## src/rtl/fifo_stream_reader_pkg.sv

```systemverilog
// Shared constants for fifo_stream_reader and the fifo it drains:
// FSM encoding and default block geometry.
package fifo_stream_reader_pkg;

  localparam int DEF_FIFO_SIZE  = 8;
  localparam int DEF_DATA_WIDTH = 32;

  localparam logic [1:0] ST_IDLE  = 2'd0;
  localparam logic [1:0] ST_POP   = 2'd1;
  localparam logic [1:0] ST_LATCH = 2'd2;
  localparam logic [1:0] ST_SEND  = 2'd3;

  typedef enum logic [1:0] {
    IDLE  = ST_IDLE,
    POP   = ST_POP,
    LATCH = ST_LATCH,
    SEND  = ST_SEND
  } state_t;

  function automatic int idx_width(input int n);
    return (n > 1) ? $clog2(n) : 1;
  endfunction

endpackage

```

## src/rtl/fifo_stream_reader.sv

```systemverilog
// Drains one FIFO_SIZE-word block from a fifo and presents it as a
// valid/ready stream, one word per POP/LATCH/SEND round trip.
module fifo_stream_reader
  import fifo_stream_reader_pkg::*;
#(
  parameter int FIFO_SIZE  = DEF_FIFO_SIZE,
  parameter int DATA_WIDTH = DEF_DATA_WIDTH
) (
  input  logic                  clock,
  input  logic                  reset_n,
  input  logic                  enable,
  input  logic                  fifo_ready,
  input  logic                  fifo_pushed_last,
  input  logic                  fifo_popped_last,
  input  logic [DATA_WIDTH-1:0] fifo_data,
  output logic                  fifo_pop,
  output logic [DATA_WIDTH-1:0] m_data,
  output logic                  m_valid,
  input  logic                  m_ready,
  output logic                  m_last,
  output logic                  busy,
  output logic                  block_error,
  output logic [15:0]           block_count
);

  localparam int            IW       = idx_width(FIFO_SIZE);
  localparam logic [IW-1:0] LAST_IDX = IW'(FIFO_SIZE - 1);

  state_t        state;
  logic [IW-1:0] word_index;
  logic          at_last_idx;

  assign at_last_idx = (word_index == LAST_IDX);

  always_ff @(posedge clock or negedge reset_n) begin
    if (!reset_n) begin
      state       <= IDLE;
      word_index  <= '0;
      fifo_pop    <= 1'b0;
      m_data      <= '0;
      m_valid     <= 1'b0;
      m_last      <= 1'b0;
      busy        <= 1'b0;
      block_error <= 1'b0;
      block_count <= '0;
    end else begin
      case (state)
        IDLE: begin
          if (enable && fifo_pushed_last) begin
            state      <= POP;
            busy       <= 1'b1;
            word_index <= '0;
          end
        end
        POP: begin
          if (fifo_ready) begin
            fifo_pop <= 1'b1;
            state    <= LATCH;
          end
        end
        LATCH: begin
          // The fifo updates its output on the pop rising edge, so the
          // word is stable by the end of this cycle.
          fifo_pop <= 1'b0;
          m_data   <= fifo_data;
          m_valid  <= 1'b1;
          m_last   <= at_last_idx || fifo_popped_last;
          if (fifo_popped_last != at_last_idx) block_error <= 1'b1;
          state    <= SEND;
        end
        SEND: begin
          if (m_ready) begin
            m_valid <= 1'b0;
            m_last  <= 1'b0;
            if (m_last) begin
              block_count <= block_count + 16'd1;
              busy        <= 1'b0;
              state       <= IDLE;
            end else begin
              word_index <= word_index + IW'(1);
              state      <= POP;
            end
          end
        end
        default: begin
          state <= IDLE;
          busy  <= 1'b0;
        end
      endcase
    end
  end

endmodule
```

## config.mk

```make
export PLATFORM = sky130hd
export DESIGN_NAME = fifo_stream_reader
export DESIGN_NICKNAME = d
export VERILOG_FILES = /design/src/rtl/fifo_stream_reader_pkg.sv /design/src/rtl/fifo_stream_reader.sv
export SDC_FILE = /design/constraint.sdc
export NUM_CORES = 1
export LEC_CHECK = 0
export BUFFER_PORTS_ARGS = -buffer_cell sky130_fd_sc_hd__buf_2
export CORE_UTILIZATION = 40
export CTS_CLUSTER_DIAMETER = 50
export DETAILED_ROUTE_END_ITERATION = 8
export GPL_ROUTABILITY_DRIVEN = 0
export HOLD_SLACK_MARGIN = 0.03
export PLACE_DENSITY = 0.67
export SYNTH_ARGS = -nofsm -noshare
export SYNTH_HDL_FRONTEND = slang
export SYNTH_SLANG_ARGS = --single-unit
```

## constraint.sdc

```tcl
create_clock -name clock -period 3.8 [get_ports clock]
set_clock_uncertainty 0.2 [all_clocks]
set_input_delay 1.14 -clock clock [delete_from_list [all_inputs] [get_ports clock]]
set_output_delay 1.14 -clock clock [all_outputs]
set_load 0.005 [all_outputs]
```

* Word level (Yosys, flattened, before mapping)
Cells that the tools add are included.
** Operators by class
- $add $sub $neg :: 2
- Equality and inequality tests :: 10
- Muxes and demuxes :: 18
- Reduce and logical (&&, ||, !) cells :: 13
** Operators by type and width (count)
- $add A16 B1 Y16 const B :: 1
- $ne A2 B2 Y1 const B :: 5
- $mux W3 :: 3
- $pmux W1 S2 :: 4
- $pmux W2 S4 :: 1
- $reduce_and A4 Y1 :: 2
- $mux W1 :: 6
- $mux W2 :: 3
- $pmux W3 S2 :: 1
- $reduce_and A2 Y1 :: 3
- $reduce_and A3 Y1 :: 2
- $reduce_bool A2 Y1 :: 3
- $eq A2 B2 Y1 const B :: 2
- $add A3 B1 Y3 const B :: 1
- $eq A3 B3 Y1 const B :: 1
- $eq A2 B1 Y1 const B :: 1
- $logic_not A2 Y1 :: 1
- $logic_and A1 B1 Y1 :: 1
- $logic_or A1 B1 Y1 :: 1
- $ne A1 B1 Y1 :: 1
** Word-level totals
- Register bits after elaboration :: 58

* Logic depth before layout (Yosys ltp)
- Word-level depth :: 4
- Mapped depth :: 7

* Least setup slack after synthesis
No wires, ideal clock.
- Kind :: in2reg
- Start point :: input port m_ready
- End point :: register block_count[15]
- Setup time :: 79 ps
- Arrival time :: 1997 ps
- Required time :: 3521 ps
- Slack :: 1524 ps
- Stages on the path :: 5
- Buffers on the path :: 1
- Cell sequence :: and3_1 -> buf_4 -> nand4_4 -> nor4_4 -> xor2_1
** Between the ends
- Word-level cells in the longest chain between the ends :: 1
** RTL lines
- from (decl) :: line fifo_stream_reader.sv:19 : input logic m_ready,
- $reduce_and A3 Y1 (no source line)
- to (signal assigned) :: line fifo_stream_reader.sv:76 : block_count <= block_count + 16'd1;
- to (decl) :: line fifo_stream_reader.sv:23 : output logic [15:0] block_count
Every way passes these cells.
A chain may end at the register's enable or synchronous reset.

* Worst setup path in the final report
- Start point :: register m_last
- End point :: output port m_last
** RTL lines
- from (decl) :: line fifo_stream_reader.sv:20 : output logic m_last,
- from (signal assigned) :: line fifo_stream_reader.sv:67 : m_last <= at_last_idx || fifo_popped_last;
No word-level cell between the ends.

==> run_results.csv <==
group,metric,value,unit
outcome,status,"complete, no violations",
synthesis,yosys_most_used_dff,"dfrtp_1",
synthesis,ys_top_cells_by_count,"58 x dfrtp_1, 34 x mux2_2, 14 x nand2_1",
place,place_area,3030,sq um
timing,timing.final.crit_period,2.31,ns
hold_path,worstHoldStart,"block_error",
clock_tree,cts_resized,0,
worst_setup_path,critPathLaunchType,"flip-flop",
timing,post-route-period-util,60.9,%
routing,wl,4890,um
finish,fin_nets,334,
synthesis,synth_area_per_cell,13.3,sq um
synthesis,synthXorXnorAreaFrac,5.26,%
worst_setup_path,arrival,0.97,ns
finish,n_fill_cell,539,
worst_setup_path,path_buf_inv,1,
floorplanning,die_w,81.0,um
finish,final_area,3190,sq um
timing,tightest_slew,0.934,ns
synthesis,ys_ff_latch,58,
finish,syn_to_final_growth,27.8,%
synthesis,synth_area_leaders,"dfrtp_1 58%, mux2_2 15%, ha_1 4.5%",
clock_tree,htreeDepth,3,
timing,slew-limit-headroom,37.7,%
synthesis,post-synth-top-area-fraction,58.1,%
timing,achievable-frequency,0.432,GHz
floorplanning,die_y,81.0,um
synthesis,yosysSeqAreaShare,58.1,%
synthesis,synth_area_leader_cell,"dfrtp_1",
worst_setup_path,cpMaxStageDelayCell,"dfrtp_1",
worst_setup_path,cpLargestDelayFamily,"flip-flops",
routing,drtAntennaViolNets,0,
routing,drtPass1Iterations,4,
clock_tree,hold_buffers,0,
flow_run,cap_viol_max_count,0,
synthesis,netlist_instances,188,
timing,finalSetupViolations,0,
synthesis,ys_types,31,
worst_setup_path,critPathKind,"flip-flop to output port",
synthesis,synth_warnings,0,
worst_setup_path,worstPathMaxFanout,9,
routing,wl_per_cell,13.4,um
routing,drc,0,
clock_tree,worst_skew_pair.late_latency,0.32,ns
synthesis,synth_fp_nets,236,
floorplanning,ios,92,
worst_setup_path,max_stage_delay,0.48,ns
floorplanning,die-area,6560,sq um
worst_setup_path,r2r-start,"state[1]",
power,power_density,716,nW/um^2
finish,multi_input_area,982,sq um
clock_tree,cts_post_setup_buffers_inserted,0,
clock_tree,path_clk_slew,0.06,ns
synthesis,yosys.area_share.simple,8.67,%
synthesis,synth_adder_area_share,4.51,%
worst_setup_path,crit_required,2.46,ns
timing,slew_viol_final,0,
synthesis,synth_top_family_by_area,"multiplexers",
finish,drive_gt1_share,49.8,%
timing,rsz0062_at_grt,"no",
worst_setup_path,cp-end-kind,"output port",
finish,seq_area,1450,sq um
synthesis,synth.most_common_cell,"dfrtp_1",
synthesis,synth_enable_flop_cells,0,
place,dp_hpwl,3560,um
hold_path,min_path_type,"flip-flop to flip-flop",
routing,vias_per_cell,4.81,
place,place.port_buffers,91,
grt,grt_overflow,0,
clock_tree,cts_tree,"done",
clock_tree,cts_sinks,58,
hold_path,hold_end,"block_error",
grt,grt_pass1_vias,1797,
grt,grt_max_degree,43,
floorplanning,rows,28,
synthesis,syn_area,2500,sq um
hold_path,hold_depth,1,
power,p_leak,1.61,nW
clock_tree,cts_buffers,9,
floorplanning,start_util,41.9,%
grt,grt_pass1_wl,8310,um
clock_tree,cts_buffer_depth,2,
synthesis,synthMuxAreaShare,15.7,%
worst_setup_path,timing.rr.end,"block_count[15]",
routing,vias,1750,
synthesis,synth_compound_area_share,5.16,%
synthesis,synthArstFlopShare,100,%
routing,drt_iter0_drc,64,
grt,track_usage,17.4,%
floorplanning,core-area,5960,sq um
worst_setup_path,worst-r2r-setup-slack,1.59,ns
clock_tree,cts_root_buffer,"clkbuf_8",
grt,antenna_found_initial,0,
timing,finalHoldViolCount,0,
timing,finalSetupTns,0,ns
finish,antenna_cells,0,
power,ir_drop,0.447,mV
worst_setup_path,cp_cell_sequence,"buf_2",
worst_setup_path,rr_worst_depth,5,
==> cell type report <==
class | instances | share of cell area, %
Tap cell | 75 | 2.94
Clock buffer | 11 | 4.43
Timing Repair Buffer | 94 | 15.0
Sequential cell | 58 | 45.5
Inverter | 7 | 0.824
Clock inverter | 3 | 0.549
Multi-Input combinational cell | 116 | 30.8
==> cells by family (layout without fill, tap and decap cells) <==
family                     after synthesis  count (layout)
DFF                                     58              58
muxes                                   35              35
buffers and inverters                   14             115
and+or+nand+nor                         39              39
AOI/OAI and AO/OA                       18              18
adders and majority gates                9               9
xor gates and xnor gates                15              15
==> flip-flops by register name (all words and copies together) (netlist names) <==
register	count
m_data	32
block_count	16
busy	1
state	2
m_valid	1
block_error	1
m_last	1
word_index	3
fifo_pop	1
==> where the power goes <==
part	internal (W)	leakage (nW)	switching [W]	total, W
sequential	0.000856	0.707	0.000142	0.000997
combinational	0.000462	0.824	0.000354	0.000816
clock	0.000245	0.0810	0.000225	0.000470
==> how the worst max path moves through the flow <==
stage | from | endpoint | slack (ns) | cells past startpoint
detailed placement | m_ready | block_count[15] | 1.21 | 5
global placement | m_ready | block_count[15] | 1.27 | 5
global route | m_last | m_last | 1.40 | 1
finish | m_last | m_last | 1.49 | 1
CTS | m_last | m_last | 1.46 | 1
floorplan | m_ready | block_count[15] | 1.52 | 5
==> stage by stage <==
| stage | util (%) | std cells | power (W) | worst slack [ns] | hold WS (ns) |
|---|---|---|---|---|---|
| after floorplan | - | 188 | 0.00150 | 1.52 | 0.251 |
| after global placement | 50.9 | 350 | 0.00181 | 1.27 | 0.236 |
| after detailed placement | 50.9 | 350 | 0.00184 | 1.21 | 0.242 |
| after CTS | 53.6 | 364 | 0.00232 | 1.46 | 0.261 |
| after global routing | 53.6 | 364 | 0.00246 | 1.40 | 0.293 |
| final | 53.6 | 364 | 0.00228 | 1.49 | 0.256 |
==> layer usage <==
| metal | global-route usage [%] | wire (um) |
|---|---|---|
| met1 | 18.4 | 2010 |
| met4 | 7.68 | 81 |
| met2 | 30.8 | 2540 |
| met3 | 6.52 | 261 |
| met5 | 0 | 0 |
==> cell usage in the layout, fill, tap and decap left out, types with 3 or more instances in the layout <==
cell type | netlist | layout
buf_2 | 5 | 91
dfrtp_1 | 58 | 58
mux2_2 | 34 | 34
nand2_1 | 14 | 14
clkbuf_8 | 0 | 10
ha_1 | 9 | 9
xor2_1 | 8 | 8
inv_1 | 7 | 7
xnor2_1 | 7 | 7
nor2_1 | 6 | 6
a22o_1 | 5 | 5
o21ai_0 | 5 | 5
nor3_1 | 4 | 4
and3_1 | 4 | 4
nand4_1 | 3 | 3
buf_4 | 1 | 3
(Power assumes the default switching activity.)
